### config.mk
export PLATFORM = sky130hd
export DESIGN_NAME = next_pc_stack
export DESIGN_NICKNAME = d
export VERILOG_FILES = /design/src/rtl/next_pc_stack_pkg.sv /design/src/rtl/next_pc_stack_ras_stack.sv /design/src/rtl/next_pc_stack.sv
export SDC_FILE = /design/constraint.sdc
export NUM_CORES = 1
export LEC_CHECK = 0
export CAP_MARGIN = 5
export CORE_MARGIN = 2
export CORE_UTILIZATION = 48
export DETAILED_ROUTE_END_ITERATION = 16
export PLACE_DENSITY = 0.76
export SLEW_MARGIN = 5
export SYNTH_ARGS = -nofsm -noshare
export SYNTH_HDL_FRONTEND = slang
export SYNTH_SLANG_ARGS = --single-unit
### constraint.sdc
create_clock -name clock -period 2.3 [get_ports clock]
set_clock_uncertainty 0.15 [all_clocks]
set_input_delay 0.345 -clock clock [delete_from_list [all_inputs] [get_ports clock]]
set_output_delay 0.345 -clock clock [all_outputs]
set_load 0.005 [all_outputs]
### src/rtl/next_pc_stack_pkg.sv
// next_pc_stack_pkg
//   Shared defaults and the next-PC select encoding for the next-PC unit and
//   its return-address stack.
package next_pc_stack_pkg;

  localparam int ADDR_W_DEF    = 8;
  localparam int RAS_DEPTH_DEF = 4;

  // Next-PC source, listed in decreasing priority.
  typedef enum logic [2:0] {
    SEL_HOLD   = 3'd0,
    SEL_RET    = 3'd1,
    SEL_CALL   = 3'd2,
    SEL_JUMP   = 3'd3,
    SEL_BRANCH = 3'd4,
    SEL_SEQ    = 3'd5
  } next_sel_e;

endpackage

### src/rtl/next_pc_stack_ras_stack.sv
// ras_stack
//   Circular return-address stack with a depth counter and sticky
//   overflow/underflow flags.
//   Ports:
//     clock, reset_n     : clock, async active-low reset
//     push, pop          : push push_data / pop top entry (push wins if both)
//     push_data          : return address to store
//     top_data           : current top-of-stack entry
//     empty, full        : depth == 0 / depth == RAS_DEPTH
//     overflow, underflow: sticky, cleared only by reset
module ras_stack
  import next_pc_stack_pkg::*;
#(
  parameter int ADDR_W    = ADDR_W_DEF,
  parameter int RAS_DEPTH = RAS_DEPTH_DEF
) (
  input  logic              clock,
  input  logic              reset_n,
  input  logic              push,
  input  logic              pop,
  input  logic [ADDR_W-1:0] push_data,
  output logic [ADDR_W-1:0] top_data,
  output logic              empty,
  output logic              full,
  output logic              overflow,
  output logic              underflow
);

  localparam int PTR_W   = $clog2(RAS_DEPTH);
  localparam int DEPTH_W = $clog2(RAS_DEPTH + 1);
  localparam logic [DEPTH_W-1:0] DEPTH_MAX = DEPTH_W'(RAS_DEPTH);

  // ptr_r indexes the next free slot; when full it points at the oldest
  // entry, so a push while full naturally overwrites the oldest one.
  logic [ADDR_W-1:0]  entries_r [RAS_DEPTH];
  logic [PTR_W-1:0]   ptr_r;
  logic [DEPTH_W-1:0] depth_r;
  logic               overflow_r;
  logic               underflow_r;

  logic [PTR_W-1:0]   top_idx_s;
  logic               empty_s;
  logic               full_s;

  assign top_idx_s = ptr_r - PTR_W'(1);
  assign empty_s   = (depth_r == {DEPTH_W{1'b0}});
  assign full_s    = (depth_r == DEPTH_MAX);

  assign top_data  = entries_r[top_idx_s];
  assign empty     = empty_s;
  assign full      = full_s;
  assign overflow  = overflow_r;
  assign underflow = underflow_r;

  // Stack storage, pointer, depth and sticky flag update.
  always_ff @(posedge clock or negedge reset_n) begin
    if (!reset_n) begin
      for (int i = 0; i < RAS_DEPTH; i++) begin
        entries_r[i] <= {ADDR_W{1'b0}};
      end
      ptr_r       <= {PTR_W{1'b0}};
      depth_r     <= {DEPTH_W{1'b0}};
      overflow_r  <= 1'b0;
      underflow_r <= 1'b0;
    end else if (push) begin
      entries_r[ptr_r] <= push_data;
      ptr_r            <= ptr_r + PTR_W'(1);
      if (full_s) begin
        overflow_r <= 1'b1;
      end else begin
        depth_r <= depth_r + DEPTH_W'(1);
      end
    end else if (pop) begin
      if (empty_s) begin
        underflow_r <= 1'b1;
      end else begin
        ptr_r   <= top_idx_s;
        depth_r <= depth_r - DEPTH_W'(1);
      end
    end else begin
      ptr_r <= ptr_r;
    end
  end

endmodule

### src/rtl/next_pc_stack.sv
// next_pc_stack
//   Next-PC selection with a return-address stack for call/ret.
//   prox_pc is combinational so the PC register captures it on the same edge
//   that updates the stack.
//   Ports:
//     clock, reset_n             : clock, async active-low reset
//     pc_atual                   : current PC
//     stall                      : hold PC, freeze stack
//     branch_taken/branch_offset : PC-relative branch
//     jump/jump_target           : absolute jump (target also used by call)
//     call, ret                  : push return address / pop and return
//     prox_pc                    : next PC (0 while in reset)
//     ras_empty, ras_full        : stack depth status
//     ras_overflow/ras_underflow : sticky error flags
module next_pc_stack
  import next_pc_stack_pkg::*;
#(
  parameter int ADDR_W    = ADDR_W_DEF,
  parameter int RAS_DEPTH = RAS_DEPTH_DEF
) (
  input  logic              clock,
  input  logic              reset_n,
  input  logic [ADDR_W-1:0] pc_atual,
  input  logic              stall,
  input  logic              branch_taken,
  input  logic [ADDR_W-1:0] branch_offset,
  input  logic              jump,
  input  logic [ADDR_W-1:0] jump_target,
  input  logic              call,
  input  logic              ret,
  output logic [ADDR_W-1:0] prox_pc,
  output logic              ras_empty,
  output logic              ras_full,
  output logic              ras_overflow,
  output logic              ras_underflow
);

  next_sel_e         sel_s;
  logic [ADDR_W-1:0] pc_inc_s;
  logic [ADDR_W-1:0] branch_tgt_s;
  logic [ADDR_W-1:0] ras_top_s;
  logic [ADDR_W-1:0] prox_pc_s;
  logic              push_s;
  logic              pop_s;
  logic              ras_empty_s;

  // Adders wrap modulo 2^ADDR_W by construction.
  assign pc_inc_s     = pc_atual + ADDR_W'(1);
  assign branch_tgt_s = pc_atual + branch_offset;

  // ret beats call, so a simultaneous call never pushes.
  assign push_s = call & ~ret & ~stall;
  assign pop_s  = ret & ~stall;

  ras_stack #(
    .ADDR_W    (ADDR_W),
    .RAS_DEPTH (RAS_DEPTH)
  ) u_ras (
    .clock     (clock),
    .reset_n   (reset_n),
    .push      (push_s),
    .pop       (pop_s),
    .push_data (pc_inc_s),
    .top_data  (ras_top_s),
    .empty     (ras_empty_s),
    .full      (ras_full),
    .overflow  (ras_overflow),
    .underflow (ras_underflow)
  );

  assign ras_empty = ras_empty_s;

  // Priority select; a ret on an empty stack falls back to sequential.
  always_comb begin
    sel_s = SEL_SEQ;
    if (stall) begin
      sel_s = SEL_HOLD;
    end else if (ret) begin
      if (ras_empty_s) begin
        sel_s = SEL_SEQ;
      end else begin
        sel_s = SEL_RET;
      end
    end else if (call) begin
      sel_s = SEL_CALL;
    end else if (jump) begin
      sel_s = SEL_JUMP;
    end else if (branch_taken) begin
      sel_s = SEL_BRANCH;
    end else begin
      sel_s = SEL_SEQ;
    end
  end

  // Next-PC mux; forced to zero while reset is asserted.
  always_comb begin
    prox_pc_s = pc_inc_s;
    if (!reset_n) begin
      prox_pc_s = {ADDR_W{1'b0}};
    end else begin
      case (sel_s)
        SEL_HOLD:   prox_pc_s = pc_atual;
        SEL_RET:    prox_pc_s = ras_top_s;
        SEL_CALL:   prox_pc_s = jump_target;
        SEL_JUMP:   prox_pc_s = jump_target;
        SEL_BRANCH: prox_pc_s = branch_tgt_s;
        SEL_SEQ:    prox_pc_s = pc_inc_s;
        default:    prox_pc_s = pc_inc_s;
      endcase
    end
  end

  assign prox_pc = prox_pc_s;

endmodule

==> out/summary.txt, run 1 <==
Via density: 5.56
worst-margin pin slew: 0.437 ns
sequential fraction of the synthesis area: 0.382
count leader, synth: dfrtp_1
Sinks on Clock Net: 39
Leak: 1.78 nW
Detail Route Antenna Nets: 0
Peak VDD IR: 582 uV
Synth top area share: 0.382
fin crit share: 1.12
post-place setup slack: -1.08 ns
Post-Syn Area: 2560 um^2
Syn Nets: 302
Final #Nets: 424
GRT Total Usage: 0.266
CP Class: primary input to output pin
diodes inserted: 0
crit path max fanout: 3
violated checks: negative setup slack
Max Freq: 387 MHz
PD cells: 919 nW/um^2
Post-synth EDFFs: 0
largest family of logic cells by synthesized area: compound AO/OA/AOI/OAI gates
Worst EP required: 1.80 ns
critical path's largest stage delay: 0.36 ns
clk_lat worst skew: 0.30 ns
Crit path max-delay family: compound AO/OA/AOI/OAI gates
overall power: 3.57 mW
Setup crit end kind: output pin
Worst Setup Slack, final: -0.287 ns
CTS tree: done
post-layout min period: 2.59 ns
unrepaired setup endpoints after global routing: true
final WL: 7.69 mm
Die X: 77.0 um
first-pass GRT wire length: 12.5 mm
setup TNS: -1.96 ns
DR pass1 iterations: 4
Cells after Synth: 257
gr ovfl total: 0
status: finished with violations
Port Buf Inserts: 42
TritonCTS Buffers: 5
Layout area overhead: 52.2%
DPL Wire Length: 5.44 mm
class of the worst hold path: flop to flop
pins over their slew limit: 0
core area: 5110 um^2
Post-synth ARST share: 1.00
Row Count: 26
max cap viols: 0
total number of vias: 2504
Synth Area in Compound Gates: 0.190
non-filler cells, final: 450
initial core utilization: 0.500
share of cells above drive strength 1: 0.434
FF-to-FF path depth: 8
Max clock buf depth: 2
Filler Cell Count: 303
full die area: 5930 um^2
main flop type after synthesis: dfrtp_1
Distinct cells, synth: 52
clock slew at reported path FFs: 0.08 ns
post-route cell area: 3890 um^2
Initial DRC Count: 141
worst hold path stage count: 2
vias in the first global route: 2644
Inst Count DP: 427
drc violations: 0
final core occ: 0.762
Crit path buffers/inverters: 2
area share of xor/xnor cells in the synthesized design: 0.0411
simple-gate share of the synthesized area: 0.145
post-synthesis adder-cell area fraction: 0.0744
Final Hold Viols: 0
multiplexer share of the synthesized area: 0.118
# IOs: 43
Critical Path Slowest Stage Cell: fa_2
wire per inst: 17.1 um
routability congestion estimate: 0.864
Worst setup SP type: primary input
arrival time at the worst endpoint: 2.09 ns
synth warn: 0
area leader, netlist: dfrtp_1
headroom to the max-slew limit: 0.705
# setup viols final: 8
initial antenna violation count: 0
Root Buffer: clkbuf_8
largest net degree at the start of global routing: 23
Post-DP Area: 3540 um^2
flops & latches, synth: 39
most frequent cells after synthesis: dfrtp_1, nor2_1, a21oi_1, ha_1, inv_1
die height: 77.0 um
crit-path cells: buf_6 -> ha_4 -> fa_2 -> a211o_1 -> o211ai_1 -> a21oi_2 -> o21a_1 -> o31a_1 -> buf_2
hold slack: 0.337 ns
Synth area leaders: dfrtp_1, mux4_2, ha_1, a21oi_1, nor2_1
cell depth of the worst setup path: 9
H-tree depth: 2
mean post-synth cell area: 9.95 um^2
==> logic make-up after synthesis <==
family	after synthesis
compound gates	69
simple gates	76
flops	39
fa+ha+maj	14
xor+xnor	12
mux	19
buf+inv	28
==> path summary, 6_finish.rpt <==
kind / start / endpoint / slack, ns
worst max-delay path: branch_offset[0] / prox_pc[6] / -0.29
worst min-delay path: u_ras.underflow / u_ras.underflow / 0.34
worst max register to register: u_ras.depth_r[1] / u_ras.depth_r[1] / 0.31
worst min register to register: u_ras.underflow / u_ras.underflow / 0.34
max in group asynchronous: reset_n / u_ras.entries_r[16] / 1.13
min in group asynchronous: reset_n / u_ras.entries_r[21] / 0.35
==> report_power, final <==
part	switching, mW	internal, mW
registers	0.198	1.02
logic	0.806	1.08
clock network	0.255	0.211
total	1.26	2.32
==> state kept, by name, summed over array words and instances (netlist names) <==
| signal | cells |
|---|---|
| u_ras.underflow | 1 |
| u_ras.overflow | 1 |
| u_ras.ptr_r | 2 |
| u_ras.entries_r | 32 |
| u_ras.depth_r | 3 |
==> cell usage in the layout, fill, tap and decap left out, types with 3 or more instances in the layout <==
cell,synthesis,final
buf_4,1,80
dfrtp_1,39,39
nor2_1,37,36
a21oi_1,28,27
clkdlybuf4s50_1,0,15
dlygate4sd2_1,0,12
buf_6,1,10
buf_2,7,10
mux2_2,9,9
mux4_2,8,8
nand2_1,9,8
inv_1,12,7
and3_1,8,7
xnor2_1,7,7
ha_1,12,6
ha_4,0,6
inv_2,1,5
nand3_1,6,5
xor2_1,5,5
a221oi_2,1,5
clkbuf_8,0,5
o21ai_2,0,4
o211ai_1,4,4
o21ai_1,1,3
nor4b_1,3,3
a31oi_1,3,3
==> what timing repair did <==
item / CTS / global route
hold buffers: 1 / 0
pin swaps: 29 / 14
gates resized for setup: 99 / 14
hold endpoints to repair: 10 / 0
setup buffers: 10 / 4
gates cloned: 0 / 0
endpoints found under the setup margin: 9 / 8
==> worst reg2reg max path, stage by stage (launching register included) <==
cell	delay [ns]
dfrtp_1	0.39
or3_4	0.41
buf_4	0.16
inv_4	0.06
nor3_4	0.05
buf_4	0.14
nor2_1	0.15
nor2_1	0.11
mux2_2	0.28
==> layout make-up <==
class / count / area, um^2 / share of cell area
timing repair buffer: 130 / 1050 / 0.271
clock buffer: 5 / 68.8 / 0.0177
inverter: 13 / 51.3 / 0.0132
multi-input combinational: 190 / 1630 / 0.420
clock inverter: 3 / 20.0 / 0.00515
tap: 70 / 87.6 / 0.0225
sequential: 39 / 976 / 0.251
==> per-layer routing <==
layer	vias up	share of wire	track usage
met5	-	0	0
met4	0	0.023	0.0893
met3	17	0.050	0.0565
met2	92	0.50	0.453
met1	1211	0.42	0.339
li1	1184	-	-
(Power assumes the default switching activity.)
==> run 2, diff against run 1 <==
- MAX_ROUTING_LAYER: unset -> met4
==> run 2 against run 1 <==
Net effect:
- the flow still finishes with violations (negative setup slack)
- combinational power about the same
- routed wire length increased by 0.12%
- cell count unchanged
- first-iteration DRC count decreased by 11%
- sequential cell count unchanged
- critical path depth unchanged
- critical endpoint unchanged
- highest routed layer unchanged
==> out/summary.txt, run 2 (synthesized netlist as in run 1, its figures left out) <==
status: finished with violations
violated checks: negative setup slack
Leak: 1.78 nW
wire per inst: 17.1 um
Detail Route Antenna Nets: 0
vias in the first global route: 2643
Worst setup SP type: primary input
Worst Setup Slack, final: -0.286 ns
post-layout min period: 2.59 ns
Max Freq: 387 MHz
Initial DRC Count: 126
initial antenna violation count: 0
most frequent cells in the layout: buf_4, dfrtp_1, nor2_1, a21oi_1, clkdlybuf4s50_1
Via density: 5.58
worst-margin pin slew: 0.437 ns
most common cell after layout, fill and taps aside: buf_4
Crit path max-delay family: compound AO/OA/AOI/OAI gates
gr ovfl total: 0
H-tree depth: 2
pins over their slew limit: 0
crit-path cells: buf_6 -> ha_4 -> fa_2 -> a211o_1 -> o211ai_1 -> a21oi_2 -> o21a_1 -> o31a_1 -> buf_2
Final #Nets: 424
Reg area: 976 um^2
Filler Cell Count: 303
arrival time at the worst endpoint: 2.09 ns
core area: 5110 um^2
Crit path buffers/inverters: 2
CTS tree: done
Port Buf Inserts: 42
critical path's largest stage delay: 0.36 ns
initial core utilization: 0.500
final WL: 7.70 mm
largest net degree at the start of global routing: 23
Root Buffer: clkbuf_8
Die X: 77.0 um
Sinks on Clock Net: 39
setup TNS: -1.96 ns
first-pass GRT wire length: 12.5 mm
clock slew at reported path FFs: 0.09 ns
fin crit share: 1.12
DR pass1 iterations: 4
max cap viols: 0
Setup crit end kind: output pin
Largest Register: u_ras.entries_r
class of the worst hold path: flop to flop
footprint of the multi-input gates: 1630 um^2
unrepaired setup endpoints after global routing: true
max FFs per register: 32
top flop regs: u_ras.entries_r: 32 flops, u_ras.depth_r: 3 flops, u_ras.ptr_r: 2 flops
Peak VDD IR: 579 uV
final core occ: 0.762
DPL Wire Length: 5.44 mm
full die area: 5930 um^2
post-place setup slack: -1.08 ns
Max clock buf depth: 2
share of cells above drive strength 1: 0.434
TritonCTS Buffers: 5
Layout area overhead: 52.2%
routability congestion estimate: 0.878
Row Count: 26
headroom to the max-slew limit: 0.705
Critical Path Slowest Stage Cell: fa_2
PD cells: 919 nW/um^2
clk_lat worst skew: 0.30 ns
CP Class: primary input to output pin
die height: 77.0 um
drc violations: 0
total number of vias: 2509
Final Hold Viols: 0
crit path max fanout: 3
# setup viols final: 8
diodes inserted: 0
Worst EP required: 1.80 ns
# IOs: 43
GRT Total Usage: 0.274
-- run 2: cell counts in the layout (fill, tap and decap cells not counted) --
No cell type changed its count.
-- run 2: through the flow --
stage	total power, mW	hold slack (ns)	instances	instance area [um^2]
detailed placement	2.84	0.144	427	3540
CTS	3.51	0.328	446	3800
finish	3.58	0.337	450	3890
global route	3.79	0.360	450	3890
floorplan	2.19	-0.101	257	2570
global placement	2.75	0.141	427	3540
-- run 2: report_power, final --
part,switching (mW),internal [mW]
registers,0.197,1.02
logic,0.807,1.08
clock network,0.256,0.211
-- run 2: final cells by class --
class,instances,share of cell area
multi-input combinational,190,0.420
timing repair buffer,130,0.271
sequential,39,0.251
tap,70,0.0225
clock buffer,5,0.0177
inverter,13,0.0132
clock inverter,3,0.00515
-- run 2: path summary, 6_finish.rpt --
| path | slack [ns] | cells past startpoint | start | end |
|---|---|---|---|---|
| min in group asynchronous | 0.36 | 3 | reset_n | u_ras.entries_r[21] |
| hold / removal | 0.34 | 2 | u_ras.underflow | u_ras.underflow |
| setup reg to reg | 0.31 | 8 | u_ras.depth_r[1] | u_ras.depth_r[1] |
| hold reg to reg | 0.34 | 2 | u_ras.underflow | u_ras.underflow |
| setup / recovery | -0.29 | 9 | branch_offset[0] | prox_pc[6] |
| max in group asynchronous | 1.12 | 4 | reset_n | u_ras.entries_r[26] |
-- run 2: timing repair --
action	in CTS	in global routing
setup endpoints to repair	9	8
hold endpoints to repair	10	0
resized for setup	99	14
buffers inserted	10	4
pin swaps	29	14
cloned	0	0
hold buffers	1	0
-- run 2: metal layers --
layer | track usage | part of all wire | vias up
met1 | 0.339 | 0.43 | 1223
met3 | 0.0565 | 0.048 | 15
met2 | 0.453 | 0.50 | 85
li1 | - | - | 1186
met4 | 0.0893 | 0.022 | 0
met5 | - | 0 | -
-- run 2: worst reg2reg max path: stages, from the launching register on --
cell     delay [ns]
dfrtp_1        0.39
or3_4          0.41
buf_4          0.16
inv_4          0.06
nor3_4         0.05
buf_4          0.15
nor2_1         0.15
nor2_1         0.11
mux2_2         0.28
